===== src/rtl/awmc_drum_plant_pkg.sv =====
`default_nettype none
// ============================================================================
// Module   : awmc_pkg
// Purpose  : Shared encodings for the washer controller and drum plant:
//            controller stage codes, motor FSM states and fault codes.
// Revision : 1.0 - initial release
// ============================================================================
package awmc_pkg;

    // Controller stage encoding, identical on both sides of the interface.
    typedef enum logic [2:0] {
        FILL  = 3'b000,
        WASH  = 3'b001,
        RINSE = 3'b010,
        SPIN  = 3'b011,
        STOP  = 3'b100,
        IDLE  = 3'b111
    } stage_e;

    // Motor FSM states.
    localparam logic [2:0] M_OFF     = 3'd0;
    localparam logic [2:0] M_AGITATE = 3'd1;
    localparam logic [2:0] M_RAMP    = 3'd2;
    localparam logic [2:0] M_SPIN    = 3'd3;
    localparam logic [2:0] M_BRAKE   = 3'd4;

    // Fault codes; a lower number takes precedence when several fire at once.
    localparam logic [2:0] F_NONE      = 3'd0;
    localparam logic [2:0] F_BOTH_OPEN = 3'd1;
    localparam logic [2:0] F_OVERFLOW  = 3'd2;
    localparam logic [2:0] F_SPIN_WET  = 3'd3;
    localparam logic [2:0] F_DONE_WET  = 3'd4;

endpackage : awmc_pkg
`default_nettype wire


===== src/rtl/awmc_drum_plant_if.sv =====
`default_nettype none
// ============================================================================
// Module   : awmc_drum_plant_if
// Purpose  : Controller <-> drum plant signal bundle.
//            master = controller (drives commands, reads sensors/faults)
//            slave  = drum plant (reads commands, drives sensors/faults)
//   Commands : stage[2:0], input_valve, output_drain, done, clear_fault
//   Sensors  : water_level[LEVEL_W-1:0], level_full, level_empty,
//              motor_state[2:0], door_locked, fault, fault_code[2:0]
// Revision : 1.0 - initial release
// ============================================================================
interface awmc_drum_plant_if #(
    parameter int LEVEL_W = 8
);
    logic [2:0]         stage;
    logic               input_valve;
    logic               output_drain;
    logic               done;
    logic               clear_fault;

    logic [LEVEL_W-1:0] water_level;
    logic               level_full;
    logic               level_empty;
    logic [2:0]         motor_state;
    logic               door_locked;
    logic               fault;
    logic [2:0]         fault_code;

    modport master (
        output stage, input_valve, output_drain, done, clear_fault,
        input  water_level, level_full, level_empty, motor_state,
               door_locked, fault, fault_code
    );

    modport slave (
        input  stage, input_valve, output_drain, done, clear_fault,
        output water_level, level_full, level_empty, motor_state,
               door_locked, fault, fault_code
    );
endinterface : awmc_drum_plant_if
`default_nettype wire


===== src/rtl/awmc_drum_plant_level_integrator.sv =====
`default_nettype none
// ============================================================================
// Module   : awmc_level_integrator
// Purpose  : Saturating water-level register with full/empty compares.
//   clk, reset (async, active-high)
//   input_valve, output_drain : fill / drain commands
//   water_level               : current level
//   level_full, level_empty   : level >= FULL_THRESH / level == 0
// Revision : 1.0 - initial release
// ============================================================================
module awmc_level_integrator #(
    parameter int LEVEL_W     = 8,
    parameter int LEVEL_MAX   = 200,
    parameter int FILL_RATE   = 10,
    parameter int DRAIN_RATE  = 20,
    parameter int FULL_THRESH = 160
) (
    input  wire logic               clk,
    input  wire logic               reset,
    input  wire logic               input_valve,
    input  wire logic               output_drain,
    output logic [LEVEL_W-1:0]      water_level,
    output logic                    level_full,
    output logic                    level_empty
);
    localparam logic [LEVEL_W:0]   c_max   = (LEVEL_W+1)'(LEVEL_MAX);
    localparam logic [LEVEL_W:0]   c_fill  = (LEVEL_W+1)'(FILL_RATE);
    localparam logic [LEVEL_W:0]   c_drain = (LEVEL_W+1)'(DRAIN_RATE);
    localparam logic [LEVEL_W-1:0] c_full  = LEVEL_W'(FULL_THRESH);

    logic [LEVEL_W-1:0] r_level;
    logic [LEVEL_W:0]   w_sum;
    logic [LEVEL_W:0]   w_diff;
    logic [LEVEL_W-1:0] w_filled;
    logic [LEVEL_W-1:0] w_drained;

    // One extra bit: the carry catches overshoot, the MSB of the
    // difference flags a borrow (level below DRAIN_RATE).
    assign w_sum     = {1'b0, r_level} + c_fill;
    assign w_diff    = {1'b0, r_level} - c_drain;
    assign w_filled  = (w_sum > c_max) ? c_max[LEVEL_W-1:0] : w_sum[LEVEL_W-1:0];
    assign w_drained = w_diff[LEVEL_W] ? '0 : w_diff[LEVEL_W-1:0];

    always_ff @(posedge clk or posedge reset) begin
        if (reset) begin
            r_level <= '0;
        end else if (input_valve && !output_drain) begin
            r_level <= w_filled;
        end else if (!input_valve && output_drain) begin
            r_level <= w_drained;
        end
    end

    assign water_level = r_level;
    assign level_full  = (r_level >= c_full);
    assign level_empty = (r_level == '0);

endmodule : awmc_level_integrator
`default_nettype wire


===== src/rtl/awmc_drum_plant.sv =====
`default_nettype none
// ============================================================================
// Module   : awmc_drum_plant
// Purpose  : Drum-side responder for the washer controller: water level,
//            motor FSM (agitate / ramp / spin / brake), door interlock and
//            sticky protocol-fault latch. Faults are observe-only.
//   clk, reset (async, active-high)
//   bus (slave modport): commands in, sensors and fault status out
// Revision : 1.0 - initial release
// ============================================================================
module awmc_drum_plant
    import awmc_pkg::*;
#(
    parameter int LEVEL_W        = 8,
    parameter int LEVEL_MAX      = 200,
    parameter int FILL_RATE      = 10,
    parameter int DRAIN_RATE     = 20,
    parameter int FULL_THRESH    = 160,
    parameter int MIN_WASH_LEVEL = 100,
    parameter int SPIN_MAX_LEVEL = 20,
    parameter int RAMP_CYCLES    = 4,
    parameter int BRAKE_CYCLES   = 3,
    parameter int SPIN_WET_LIMIT = 3
) (
    input  wire logic        clk,
    input  wire logic        reset,
    awmc_drum_plant_if.slave bus
);
    localparam int RAMP_W  = $clog2(RAMP_CYCLES + 1);
    localparam int BRAKE_W = $clog2(BRAKE_CYCLES + 1);
    localparam int WET_W   = $clog2(SPIN_WET_LIMIT + 1);

    localparam logic [RAMP_W-1:0]  c_ramp_last  = RAMP_W'(RAMP_CYCLES - 1);
    localparam logic [BRAKE_W-1:0] c_brake_last = BRAKE_W'(BRAKE_CYCLES - 1);
    localparam logic [WET_W-1:0]   c_wet_last   = WET_W'(SPIN_WET_LIMIT - 1);
    localparam logic [LEVEL_W-1:0] c_level_max  = LEVEL_W'(LEVEL_MAX);
    localparam logic [LEVEL_W-1:0] c_wash_min   = LEVEL_W'(MIN_WASH_LEVEL);
    localparam logic [LEVEL_W-1:0] c_spin_max   = LEVEL_W'(SPIN_MAX_LEVEL);

    logic [LEVEL_W-1:0] w_level;
    logic               w_empty;
    logic               w_full;

    awmc_level_integrator #(
        .LEVEL_W     (LEVEL_W),
        .LEVEL_MAX   (LEVEL_MAX),
        .FILL_RATE   (FILL_RATE),
        .DRAIN_RATE  (DRAIN_RATE),
        .FULL_THRESH (FULL_THRESH)
    ) u_level (
        .clk          (clk),
        .reset        (reset),
        .input_valve  (bus.input_valve),
        .output_drain (bus.output_drain),
        .water_level  (w_level),
        .level_full   (w_full),
        .level_empty  (w_empty)
    );

    // ---------------------------------------------------------------- motor
    logic [2:0]         r_motor;
    logic [RAMP_W-1:0]  r_ramp_cnt;
    logic [BRAKE_W-1:0] r_brake_cnt;
    logic               w_wash_stage;
    logic               w_wash_ok;
    logic               w_spin_ok;
    logic               w_is_spin;

    assign w_is_spin    = (bus.stage == SPIN);
    assign w_wash_stage = (bus.stage == WASH) || (bus.stage == RINSE);
    assign w_wash_ok    = w_wash_stage && (w_level >= c_wash_min);
    assign w_spin_ok    = w_is_spin && (w_level <= c_spin_max);

    always_ff @(posedge clk or posedge reset) begin
        if (reset) begin
            r_motor     <= M_OFF;
            r_ramp_cnt  <= '0;
            r_brake_cnt <= '0;
        end else begin
            case (r_motor)
                M_OFF: begin
                    if (w_wash_ok) begin
                        r_motor <= M_AGITATE;
                    end else if (w_spin_ok) begin
                        r_motor    <= M_RAMP;
                        r_ramp_cnt <= '0;
                    end
                end
                M_AGITATE: begin
                    if (w_spin_ok) begin
                        r_motor    <= M_RAMP;
                        r_ramp_cnt <= '0;
                    end else if (!w_wash_ok) begin
                        r_motor <= M_OFF;
                    end
                end
                M_RAMP: begin
                    if (!w_is_spin) begin
                        r_motor     <= M_BRAKE;
                        r_brake_cnt <= '0;
                    end else if (r_ramp_cnt == c_ramp_last) begin
                        r_motor <= M_SPIN;
                    end else begin
                        r_ramp_cnt <= r_ramp_cnt + 1'b1;
                    end
                end
                M_SPIN: begin
                    if (!w_is_spin) begin
                        r_motor     <= M_BRAKE;
                        r_brake_cnt <= '0;
                    end
                end
                M_BRAKE: begin
                    // Brake always runs to completion regardless of stage.
                    if (r_brake_cnt == c_brake_last) begin
                        r_motor <= M_OFF;
                    end else begin
                        r_brake_cnt <= r_brake_cnt + 1'b1;
                    end
                end
                default: r_motor <= M_OFF;
            endcase
        end
    end

    // --------------------------------------------------------------- faults
    logic [WET_W-1:0] r_wet_cnt;
    logic             w_wet_cond;
    logic             w_wet_det;
    logic [2:0]       w_code;
    logic             r_fault;
    logic [2:0]       r_fault_code;

    assign w_wet_cond = w_is_spin && (w_level > c_spin_max);
    // Counter saturates so a persisting wet-spin keeps detecting (re-latch
    // after clear_fault needs no new run-up).
    assign w_wet_det  = w_wet_cond && (r_wet_cnt == c_wet_last);

    always_comb begin
        w_code = F_NONE;
        if (bus.done && !w_empty)                               w_code = F_DONE_WET;
        if (w_wet_det)                                          w_code = F_SPIN_WET;
        if (bus.input_valve && !bus.output_drain &&
            (w_level == c_level_max))                           w_code = F_OVERFLOW;
        if (bus.input_valve && bus.output_drain)                w_code = F_BOTH_OPEN;
    end

    always_ff @(posedge clk or posedge reset) begin
        if (reset) begin
            r_wet_cnt    <= '0;
            r_fault      <= 1'b0;
            r_fault_code <= F_NONE;
        end else begin
            if (!w_wet_cond) begin
                r_wet_cnt <= '0;
            end else if (r_wet_cnt != c_wet_last) begin
                r_wet_cnt <= r_wet_cnt + 1'b1;
            end

            if (bus.clear_fault) begin
                r_fault      <= 1'b0;
                r_fault_code <= F_NONE;
            end else if (!r_fault && (w_code != F_NONE)) begin
                r_fault      <= 1'b1;
                r_fault_code <= w_code;
            end
        end
    end

    // -------------------------------------------------------------- outputs
    assign bus.water_level = w_level;
    assign bus.level_full  = w_full;
    assign bus.level_empty = w_empty;
    assign bus.motor_state = r_motor;
    assign bus.door_locked = (r_motor != M_OFF) || !w_empty;
    assign bus.fault       = r_fault;
    assign bus.fault_code  = r_fault_code;

endmodule : awmc_drum_plant
`default_nettype wire


===== src/flat_wrapper.sv =====
// flat-port wrapper written by rule: the top's interface ports become plain ports
module awmc_drum_plant_flat import awmc_pkg::*;
#(
    parameter int LEVEL_W        = 8,
    parameter int LEVEL_MAX      = 200,
    parameter int FILL_RATE      = 10,
    parameter int DRAIN_RATE     = 20,
    parameter int FULL_THRESH    = 160,
    parameter int MIN_WASH_LEVEL = 100,
    parameter int SPIN_MAX_LEVEL = 20,
    parameter int RAMP_CYCLES    = 4,
    parameter int BRAKE_CYCLES   = 3,
    parameter int SPIN_WET_LIMIT = 3
)
  (clk, reset, bus_stage, bus_input_valve, bus_output_drain, bus_done, bus_clear_fault, bus_water_level, bus_level_full, bus_level_empty, bus_motor_state, bus_door_locked, bus_fault, bus_fault_code);
  awmc_drum_plant_if #(.LEVEL_W(LEVEL_W)) bus_i ();
  input  wire logic clk;
  input  wire logic reset;
  input wire logic [$bits(bus_i.stage)-1:0] bus_stage;
  input wire logic [$bits(bus_i.input_valve)-1:0] bus_input_valve;
  input wire logic [$bits(bus_i.output_drain)-1:0] bus_output_drain;
  input wire logic [$bits(bus_i.done)-1:0] bus_done;
  input wire logic [$bits(bus_i.clear_fault)-1:0] bus_clear_fault;
  output wire logic [$bits(bus_i.water_level)-1:0] bus_water_level;
  output wire logic [$bits(bus_i.level_full)-1:0] bus_level_full;
  output wire logic [$bits(bus_i.level_empty)-1:0] bus_level_empty;
  output wire logic [$bits(bus_i.motor_state)-1:0] bus_motor_state;
  output wire logic [$bits(bus_i.door_locked)-1:0] bus_door_locked;
  output wire logic [$bits(bus_i.fault)-1:0] bus_fault;
  output wire logic [$bits(bus_i.fault_code)-1:0] bus_fault_code;
  assign bus_i.stage = bus_stage;
  assign bus_i.input_valve = bus_input_valve;
  assign bus_i.output_drain = bus_output_drain;
  assign bus_i.done = bus_done;
  assign bus_i.clear_fault = bus_clear_fault;
  assign bus_water_level = bus_i.water_level;
  assign bus_level_full = bus_i.level_full;
  assign bus_level_empty = bus_i.level_empty;
  assign bus_motor_state = bus_i.motor_state;
  assign bus_door_locked = bus_i.door_locked;
  assign bus_fault = bus_i.fault;
  assign bus_fault_code = bus_i.fault_code;
  awmc_drum_plant #(.LEVEL_W(LEVEL_W), .LEVEL_MAX(LEVEL_MAX), .FILL_RATE(FILL_RATE), .DRAIN_RATE(DRAIN_RATE), .FULL_THRESH(FULL_THRESH), .MIN_WASH_LEVEL(MIN_WASH_LEVEL), .SPIN_MAX_LEVEL(SPIN_MAX_LEVEL), .RAMP_CYCLES(RAMP_CYCLES), .BRAKE_CYCLES(BRAKE_CYCLES), .SPIN_WET_LIMIT(SPIN_WET_LIMIT)) u_core (.clk(clk), .reset(reset), .bus(bus_i));
endmodule

===== config.mk =====
export PLATFORM = sky130hd
export DESIGN_NAME = awmc_drum_plant_flat
export DESIGN_NICKNAME = d
export VERILOG_FILES = /design/src/rtl/awmc_drum_plant_pkg.sv /design/src/rtl/awmc_drum_plant_if.sv /design/src/rtl/awmc_drum_plant_level_integrator.sv /design/src/rtl/awmc_drum_plant.sv /design/src/flat_wrapper.sv
export SDC_FILE = /design/constraint.sdc
export NUM_CORES = 1
export LEC_CHECK = 0
export CAP_MARGIN = 20
export CORE_MARGIN = 2
export CORE_UTILIZATION = 57
export DETAILED_ROUTE_END_ITERATION = 10
export PLACE_DENSITY = 0.89
export REMOVE_ABC_BUFFERS = 1
export SLEW_MARGIN = 20
export SYNTH_ARGS = -nofsm -noshare
export SYNTH_HDL_FRONTEND = slang
export SYNTH_HIERARCHICAL = 1
export SYNTH_SLANG_ARGS = --single-unit
export TNS_END_PERCENT = 1

===== constraint.sdc =====
create_clock -name clk -period 3.5 [get_ports clk]
set_clock_uncertainty 0.15 [all_clocks]
set_input_delay 0.7 -clock clk [delete_from_list [all_inputs] [get_ports clk]]
set_output_delay 0.7 -clock clk [all_outputs]
set_load 0.02 [all_outputs]

Word level (Yosys, flattened, before mapping)
Cells that the tools add are included.
{"block": "totals", "regBits": 22, "in_bits": 9, "output_inout_bits": 18}
{"block": "op_classes", "addsub": 5, "n_lt_le_gt_ge": 5, "n_eq_ne": 23, "muxes": 31, "n_reduce_logical": 28}
{"cell": "3-bit two-way mux", "count": 18}
{"cell": "8-bit two-way mux", "count": 4}
{"cell": "3-bit by 2-bit equality test with 1-bit output (second input constant)", "count": 5}
{"cell": "3-bit one-hot mux with 5 select lines", "count": 1}
{"cell": "2-bit inequality test (second input constant)", "count": 7}
{"cell": "1-bit logical AND", "count": 10}
{"cell": "8-bit by 4-bit adder with 9-bit output (second input constant)", "count": 1}
{"cell": "9-bit by 8-bit greater-than comparator with 1-bit output (second input constant)", "count": 1}
{"cell": "3-bit one-hot mux with 3 select lines", "count": 1}
{"cell": "3-bit nonzero test", "count": 3}
{"cell": "8-bit by 5-bit subtractor with 9-bit output (second input constant)", "count": 1}
{"cell": "8-bit equality test (second input constant)", "count": 1}
{"cell": "8-bit by 7-bit greater-or-equal comparator with 1-bit output (second input constant)", "count": 1}
{"cell": "8-bit greater-or-equal comparator (second input constant)", "count": 1}
{"cell": "8-bit by 5-bit greater-than comparator with 1-bit output (second input constant)", "count": 1}
{"cell": "8-bit by 5-bit <= comparator with 1-bit output (second input constant)", "count": 1}
{"cell": "8-bit zero test", "count": 1}
{"cell": "2-bit two-way mux", "count": 4}
{"cell": "3-bit by 1-bit equality test with 1-bit output (second input constant)", "count": 2}
{"cell": "3-bit inequality test (second input constant)", "count": 2}
{"cell": "2-bit nonzero test", "count": 3}
{"cell": "5-bit AND reduction", "count": 1}
{"cell": "2-bit by 1-bit adder with 2-bit output (second input constant)", "count": 2}
{"cell": "2-bit equality test (second input constant)", "count": 2}
{"cell": "12 further kinds", "count": 18}

Depth between registers and ports, before layout
Gate-level depths: netlist of run 1.
{"block": "depth", "ltp_word": 11, "ltp_mapped": 7, "depth_no_buf": 7}

Hierarchy
The synthesis of run 1 kept the hierarchy.
{"mod": "awmc_drum_plant", "instances": 1, "cells_per_inst": 82, "area_each_um2": 815.8}
{"mod": "awmc_level_integrator", "instances": 1, "cells_per_inst": 97, "area_each_um2": 749.5}

Worst setup path after synthesis of run 1
No wires, ideal clock.
{"block": "synth_timing", "path_kind": "register -> output", "startpoint": "register u_core.u_level.r_level[5], in the netlist u_core/u_level/water_level[5]", "endpoint": "output bus_door_locked", "t_arrival_ns": 2.018, "setup_slack_ns": 0.632, "path_stages_with_launch": 5, "n_path_buf": 1, "cell_sequence": "dfrtp_1 -> clkbuf_2 -> nor3_1 -> and4_1 -> or4b_2"}
{"block": "synth_between", "elab_chain_cells": 3}
{"item": "from (decl)", "line": "awmc_drum_plant_level_integrator.sv:31", "rtl": "logic [LEVEL_W-1:0] r_level;"}
{"item": "from (signal assigned)", "line": "awmc_drum_plant_level_integrator.sv:48", "rtl": "r_level <= w_filled;"}
{"item": "from (signal assigned)", "line": "awmc_drum_plant_level_integrator.sv:50", "rtl": "r_level <= w_drained;"}
{"item": "8-bit zero test", "line": "awmc_drum_plant_level_integrator.sv:56", "rtl": "assign level_empty = (r_level == '0);"}
{"item": "net bus_level_empty", "line": "flat_wrapper.sv:26", "rtl": "output wire logic [$bits(bus_i.level_empty)-1:0] bus_level_empty;"}
{"item": "1-bit zero test", "line": "awmc_drum_plant.sv:175", "rtl": "assign bus.door_locked = (r_motor != M_OFF) || !w_empty;"}
{"item": "1-bit logical OR", "line": "awmc_drum_plant.sv:175"}
{"item": "to (decl)", "line": "flat_wrapper.sv:28", "rtl": "output wire logic [$bits(bus_i.door_locked)-1:0] bus_door_locked;"}
The timed path passes the listed nets, and every way through them passes these cells.

Worst setup path after layout of run 1
{"block": "layout_timing", "startpoint": "register u_core.u_level.r_level[2], in the netlist u_core/u_level/water_level[2]", "endpoint": "output bus_door_locked"}
{"block": "layout_between", "elab_chain_cells": 3}
{"item": "8-bit zero test", "line": "awmc_drum_plant_level_integrator.sv:56"}
{"item": "1-bit zero test", "line": "awmc_drum_plant.sv:175"}
{"item": "1-bit logical OR", "line": "awmc_drum_plant.sv:175"}
Every way passes these cells.

==> run summary, run 1 <==
The count of placed standard cells in the final layout, fillers left out came out at about 240. The detailed placer's ending HPWL is 2890 um. The clock insertion delay at the later pin of the skew report is 310 ps. The headroom to the max-slew limit is 0.641. Clock tree synthesis selected as its root buffer the cell sky130_fd_sc_hd__clkbuf_4.

The worst min-delay path category is reg2reg. The critical path contains buffers and inverters numbering 2 combined. The synthesized netlist contains between 50 and 60 unique library cells.

The area of all placed cells without fillers is 1880 um2. The total routing resource utilization after global routing is 0.257. Measured on the finished design, the core utilization comes to 0.700. The slew at the pin with the worst max-slew slack is about 540 ps. The via count of the first global-routing pass is between 1000 and 1500. The worst setup path is of the reg2out kind. The number of buffers inserted by hold repair at cts came out at 0. Summed over all layers, the routed wires come to about 3800 um. The shortest period the worst path allows is around 3100 ps. The number of max-capacitance violations reported is 0. Entering global routing, the biggest net connects 19 pins. Setup repair after global routing left no endpoint under its margin. The wire length of the first global-routing pass came out at 6600 um. The count of H-tree levels built during CTS is 1. The number of buffers created by CTS is 3. In this run, the number of DRC markers left after iteration 0 of detailed routing was between 60 and 70. The fraction of registers with async set or reset after synthesis came out at 1.00.

Of all nets on the critical path, the largest fanout is 8. The post-route DRC violation count came out at 0. The number of warnings printed during yosys synthesis is 6. Synthesis handed over a netlist of 179 instances. The leakage dissipation came out at 0.000781 uW. The final critical-path share of the clock period is 0.888. In this run the cell area measured after placement is about 1900 um2. The critical path data arrival time is 2260 ps. The kind of start point of the critical path is a register.

The final max-slew violation count came to 0. In this run the deepest clock path goes through 2 buffers. The count of nets left with antenna violations once routing finished came out at 0. The power density relative to cell area came out at 718 nW/um2. Among all stages on the critical path, the largest delay is contributed by sky130_fd_sc_hd__or4b_2.

For this configuration, the core starts out at a cell density of 0.583. The count of flip-flops with a built-in enable after synthesis came out at 0. In the final routed layout, each cell accounts on average for 16.1 um. The run finished with clean final reports. The count of endpoints failing hold in the final timing report is 0.

The top cell types in the final layout, fill and taps aside, are sky130_fd_sc_hd__clkdlybuf4s50_1 (24), sky130_fd_sc_hd__dfrtp_1 (21), sky130_fd_sc_hd__inv_1 (17). Compared with the post-synthesis result, the final layout area differs by 20.1%. The required time at the endpoint of the critical path came out at 2650 ps. The clock-pin slew on the worst setup and hold paths came out at 110 ps.

STA classifies the critical path endpoint as an output pin. The proportion of synthesized chip area in sequential cells came out at 0.336. The most common flop cell mapped by yosys is sky130_fd_sc_hd__dfrtp_1. The critical path's largest stage delay came out at between 500 and 600 ps.

On the critical path the largest part of the delay comes from simple AND/OR/NAND/NOR gates. The count of final setup violators is 0. The library cell used most frequently in the layout, excluding fill and tap cells, is sky130_fd_sc_hd__clkdlybuf4s50_1. The total power is 1350 uW. The number of antenna violations at the first check in global routing came out at 0. The vertical extent of the die came out at 56.4 um. At the end of the flow, the number of nets in the layout was 224.

The post-synthesis instance area is 1570 um2. The die is ~56 um wide. The synthesized area per cell came out at 8.74 um2.

The worst-case IR drop observed on VDD is 0.477 mV. The number of ports placed on the die boundary came out at 27. Of the cells placed in the final design, the portion with a size suffix greater than 1 is 0.102. The number of buffer cells added on primary ports came out at 25. Detailed routing inserted a total of 1477 vias. The fmax is approximately 0.32 GHz.

The routed via count divided by cell count came out at 6.26. The antenna diode instance count came out at 0. The floorplan step defined a core boundary enclosing 2690 um2. The synthesized design contains 21 register bits.

The first-pass detailed-route iteration total came out at 4. TritonCTS built the clock tree. The filler cells instantiated in the layout total 226. The die area is 3180 um2. The aggregate global routing overflow came out at 0. The critical path goes through inv_1 > ha_1 > and4_1 > or4b_2 > dlymetal6s2s_1. The clock sink count came out at 21. In this run the core area contains 19 standard-cell rows. The number of placed instances with taps included came out at 232. The final RePlAce weighted congestion came out at 0.919. After routing, the total negative slack on setup checks comes to 0 ps.
==> worst register-to-register path: cells and delay by family, from the launching register on <==
family                   cells  cell delay, ps
AO/OA/AOI/OAI                3             750
flip-flops                   1             550
adder cells (fa/ha/maj)      1             350
AND/OR/NAND/NOR              2             270
buffers and inverters        1             130
==> routing by layer <==
layer / vias up / global-route usage / wire [um]
met4: 0 / 0.105 / 90
met1: 686 / 0.322 / 1610
met3: 16 / 0.0484 / 304
met5: - / 0 / 0
met2: 64 / 0.432 / 1800
li1: 711 / - / -
==> registers in the layout, indices dropped and copies added (netlist names) <==
| register | flops |
|---|---|
| u_core/u_level/water_level | 7 |
| u_core/bus.fault_code | 3 |
| u_core/bus.motor_state | 3 |
| u_core/r_ramp_cnt | 3 |
| u_core/r_brake_cnt | 2 |
| u_core/r_wet_cnt | 2 |
| u_core/bus.fault | 1 |
==> final timing paths <==
check | slack, ps | endpoint | cells after the start | startpoint
worst max-delay path | 390 | bus_door_locked | 5 | u_core/u_level/water_level[2]$_DFFE_PP0P_
worst max register to register | 1200 | u_core/u_level/water_level[5]$_DFFE_PP0P_ | 7 | u_core/u_level/water_level[1]$_DFFE_PP0P_
max in group asynchronous | 2240 | u_core/bus.motor_state[1]$_DFFE_PP0P_ | 2 | reset
min in group asynchronous | 500 | u_core/u_level/water_level[3]$_DFFE_PP0P_ | 2 | reset
worst min-delay path | 330 | u_core/r_brake_cnt[0]$_DFFE_PP0P_ | 1 | u_core/r_brake_cnt[0]$_DFFE_PP0P_
worst min register to register | 330 | u_core/r_brake_cnt[0]$_DFFE_PP0P_ | 1 | u_core/r_brake_cnt[0]$_DFFE_PP0P_
==> report_power, final <==
| part | internal, uW | leakage, uW | switching [uW] | total, uW |
|---|---|---|---|---|
| Sequential | 310 | 0.000274 | 89.2 | 399 |
| Clock | 44.5 | 0.0000150 | 75.3 | 120 |
| Combinational | 347 | 0.000492 | 483 | 831 |
==> synth_stat cells (2+ instances only) <==
cell / n / share of area
sky130_fd_sc_hd__o31ai_1: 3 / 0.014
sky130_fd_sc_hd__a22oi_1: 2 / 0.0096
sky130_fd_sc_hd__nor3b_1: 2 / 0.0096
sky130_fd_sc_hd__inv_1: 17 / 0.041
sky130_fd_sc_hd__or4b_2: 2 / 0.013
sky130_fd_sc_hd__nand2_1: 12 / 0.029
sky130_fd_sc_hd__nand4_1: 2 / 0.0080
sky130_fd_sc_hd__ha_1: 9 / 0.072
sky130_fd_sc_hd__nor3_1: 5 / 0.016
sky130_fd_sc_hd__o211ai_1: 4 / 0.019
sky130_fd_sc_hd__nand3_1: 4 / 0.013
sky130_fd_sc_hd__a21oi_1: 11 / 0.035
sky130_fd_sc_hd__xor2_1: 2 / 0.011
sky130_fd_sc_hd__nor2b_1: 2 / 0.0080
sky130_fd_sc_hd__nor2_1: 16 / 0.038
sky130_fd_sc_hd__dfrtp_1: 21 / 0.34
sky130_fd_sc_hd__nand2b_1: 3 / 0.012
sky130_fd_sc_hd__a31oi_1: 4 / 0.016
sky130_fd_sc_hd__clkbuf_1: 3 / 0.0072
sky130_fd_sc_hd__o21ai_0: 9 / 0.029
sky130_fd_sc_hd__buf_2: 2 / 0.0064
sky130_fd_sc_hd__o2111ai_1: 2 / 0.011
sky130_fd_sc_hd__xnor2_1: 2 / 0.011
sky130_fd_sc_hd__and3_1: 2 / 0.0080
sky130_fd_sc_hd__o22ai_1: 3 / 0.012
sky130_fd_sc_hd__a21o_1: 3 / 0.014
==> cells by family after synthesis <==
logic type	share of synthesized area
other	0.00240
adders and majority gates	0.0719
DFF	0.336
xor gates and xnor gates	0.0328
AOI/OAI and AO/OA	0.249
muxes	0.00640
and+or+nand+nor	0.240
buffers and inverters	0.0623
==> metrics by stage <==
step                      setup WS, ps  hold WS [ps]
after CTS                         68.9           332
after global placement             519           312
final                              392           326
after global routing               306           358
after floorplan                    703           301
after detailed placement           433           316
==> repair_timing <==
| action | 4_1_cts | 5_1_grt |
|---|---|---|
| resized for setup | 0 | 1 |
| buffers inserted | 0 | 0 |
| setup endpoints to repair | 0 | 1 |
==> cell type report <==
cell class                 count  area [um2]  share of cell area
clock buffer                   4        26.3              0.0140
inverter                      17        63.8              0.0340
sequential                    21         526               0.280
multi-input combinational    134         942               0.501
tap                           31        38.8              0.0206
timing repair buffer          29         283               0.150
Note: power is estimated with default switching activity, not from simulation.
==> run 2: changes to the inputs <==
SLEW_MARGIN = unset   (was 20)
==> results of run 2 <==
Same layout as run 1: the final DEF is identical, and so are final timing and power.
==> run 3: changes to the inputs <==
CTS_CLUSTER_SIZE = 8   (was unset)
SLEW_MARGIN = 20   (was unset)
clock period = 3.75 ns   (was 3.5 ns; I/O delays follow)
==> run 3 against run 2 <==
  * Count of clock-buffer cells in the layout is 1 lower
  * Sequential share of layout area is 0.22 points higher
  * Critical endpoint unchanged
  * Sequential power is 4% higher
  * Total power is 5.8% lower
  * Register-to-register slack better by 190 ps
  * Critical path depth stayed put
  * Hold slack better by 22 ps
  * Largest cell class unchanged
  * Largest power group unchanged
  * Flip-flop and latch count stayed put
  * Via count is 3.9% higher
==> run summary, run 3 (same netlist as run 1, synthesis figures left out) <==
The family with the most delay on the worst path is simple AND/OR/NAND/NOR gates. STA classifies the critical path endpoint as an output pin. The number of antenna violations at the first check in global routing came to 0.

The final net count is 222. The initial core utilization is 0.583. Setup total negative slack on the finished layout was measured at 0 ps. The count of final setup violators came out at 0. TritonCTS built the clock tree. The critical path's largest stage delay is 600 ps. The clock insertion delay at the later pin of the skew report is 320 ps. The final max-slew violation count is 0. In the global route stage, overall resource usage came out at 0.268. The vertical extent of the die is 56.4 um.

The core footprint is 2690 um2. From synthesis to final layout, the design area changed by 19.4%. The first-pass detailed-route iteration total is 4. Of the total power, the share spent switching nets is 0.494. Setup repair after global routing left no endpoint under its margin.

In the routed design, unresolved DRC markers number 0. The launch point of the worst reg-to-reg path is u_core/u_level/water_level[3]$_DFFE_PP0P_. The clock sink count is 21. The worst min-delay path category is reg2reg.

The area of all placed cells without fillers came out at 1870 um2. The shortest period the worst path allows is 3600 ps. The most frequent standard cell in the layout excluding fill and tap cells is sky130_fd_sc_hd__clkdlybuf4s50_1.

The flow ran to the end, and the final reports show no timing, DRC or antenna violations. Excluding fillers, the count of instances in the completed layout stands at 234. The most critical setup path has its startpoint at u_core/u_level/water_level[3]$_DFFE_PP0P_. The detailed placer's ending HPWL is 3010 um. The critical path contains buffers and inverters numbering 2 combined. The fraction of layout instances using a drive strength above 1 is 0.108.

IR analysis of the VDD net gives a maximum drop of 0.494 mV. The worst hold path begins at u_core/r_brake_cnt[0]$_DFFE_PP0P_. The number of buffer cells added on primary ports is 25. The share of total power dissipated in combinational logic is 0.582. The buffer count from post-CTS setup fixing is 0. The critical path data arrival time came out at 2700 ps. Measured against its own limit, the worst slew margin works out to 0.620. Across all layers, the routed design uses 1534 vias.

The antenna diode instance count came out at 0. The final wirelength is 4110 um. The number of fillers in the final layout is 213.

The count of H-tree levels built during CTS is 1. The placement row count is 19. Entering global routing, the biggest net connects 19 pins. The post-detailed-route wirelength per cell came out at about 18 um. The fmax came out at 0.277 GHz. The power share of the clock group came out at 0.093. 27 I/O pins were placed. The part of the total power dissipated in sequential elements came out at 0.325. In this run the worst path has a maximum fanout of 10.

The kind of start point of the critical path is a register. In this run, CTS created clock tree buffers numbering 3. The number of buffers inserted by hold repair at cts came out at 0. The number of max-capacitance violations reported came out at 0. After detailed placement, the total cell area comes to 1840 um2. The number of buffers between clock root and the deepest sink came out at 2. The wire length of the first global-routing pass is 6740 um. Clock tree synthesis selected as its root buffer the cell sky130_fd_sc_hd__clkbuf_4. The power density relative to cell area is 680 nW/um2. The die area is about 3200 um2. The final critical-path share of the clock period is 0.961. The required time at the endpoint of the critical path came out at 2850 ps.

The post-cts repair resize count is 0. The aggregate global routing overflow is 0. The number of placed instances with taps included is 230.

At the end of routability-driven placement, the weighted congestion stood at between 0.9 and 1. The net switching power of the design is 628 uW. The number of flip-flops under the largest register name is 7.

The first-iteration detailed-routing DRC count came out at 63. The internal power component is 643 uW. Traced cell by cell, the critical path runs through inv_1 > ha_1 > and4_1 > or4b_2 > clkdlybuf4s50_1. The kind of critical path is reg2out.

The count of endpoints failing hold in the final timing report is 0. The via count of the first global-routing pass is between 1000 and 1500. Clock-pin slew was measured on the worst setup and hold paths at 130 ps. In the layout the commonest cells are sky130_fd_sc_hd__clkdlybuf4s50_1 (25), sky130_fd_sc_hd__dfrtp_1 (20), sky130_fd_sc_hd__inv_1 (17). The flop-to-flop setup slack came out at 1390 ps. The slew at the pin with the worst max-slew slack came out at 570 ps. The leakage dissipation is between 0.0007 and 0.0008 uW. The x dimension of the die came out at 56.4 um. Among all stages on the critical path, the largest delay is contributed by sky130_fd_sc_hd__or4b_2. The routed via count divided by cell count came out at between 6 and 7. The final antenna-violating net count is 0.
[run 3: worst register-to-register path, stage by stage, from the launching register on]
cell and delay [ps]:
sky130_fd_sc_hd__dfrtp_2 510, sky130_fd_sc_hd__inv_1 160, sky130_fd_sc_hd__ha_1 240, sky130_fd_sc_hd__a21oi_1 350, sky130_fd_sc_hd__or3_1 260, sky130_fd_sc_hd__o2111ai_1 180
sky130_fd_sc_hd__and2_1 210, sky130_fd_sc_hd__a221oi_2 220
[run 3: area by class of cell]
| type | count | area, um2 | area share |
|---|---|---|---|
| Clock inverter | 1 | 5.00 | 0.00268 |
| Inverter | 17 | 63.8 | 0.0341 |
| Tap cell | 31 | 38.8 | 0.0207 |
| Multi-Input combinational cell | 134 | 947 | 0.507 |
| Sequential cell | 21 | 527 | 0.282 |
| Timing Repair Buffer | 27 | 265 | 0.142 |
| Clock buffer | 3 | 22.5 | 0.0120 |
[run 3: power by group through the flow]
stage	Clock (uW)	Combinational, uW	Sequential (uW)
after detailed placement	0	718	409
after CTS	120	724	404
after global placement	0	699	397
after floorplan	0	404	461
final	118	739	413
after global routing	130	801	424
[run 3: worst paths after layout]
| check | endpoint | depth (start not counted) |
|---|---|---|
| setup / recovery | bus_door_locked | 5 |
| hold / removal | u_core/r_brake_cnt[0]$_DFFE_PP0P_ | 1 |
| setup reg to reg | u_core/u_level/water_level[3]$_DFFE_PP0P_ | 7 |
| hold reg to reg | u_core/r_brake_cnt[0]$_DFFE_PP0P_ | 1 |
| max in group asynchronous | u_core/r_wet_cnt[1]$_DFFE_PP0P_ | 2 |
| min in group asynchronous | u_core/u_level/water_level[3]$_DFFE_PP0P_ | 2 |
[run 3: routing by layer]
| layer | global-route usage | up-vias | wire length, um | share of wire |
|---|---|---|---|---|
| li1 | - | 713 | - | - |
| met1 | 0.337 | 727 | 1820 | 0.44 |
| met2 | 0.445 | 84 | 1960 | 0.48 |
| met3 | 0.0276 | 10 | 233 | 0.057 |
| met4 | 0.156 | 0 | 97 | 0.024 |
| met5 | 0 | - | 0 | 0 |
[run 3: per-stage QoR]
step | utilization | setup WS [ps] | total power (uW) | hold slack [ps]
floorplan | - | 903 | 865 | 301
global placement | 0.683 | 570 | 1100 | 311
detailed placement | 0.683 | 474 | 1130 | 331
CTS | 0.694 | 107 | 1250 | 349
global route | 0.696 | 30.1 | 1350 | 385
finish | 0.696 | 146 | 1270 | 348
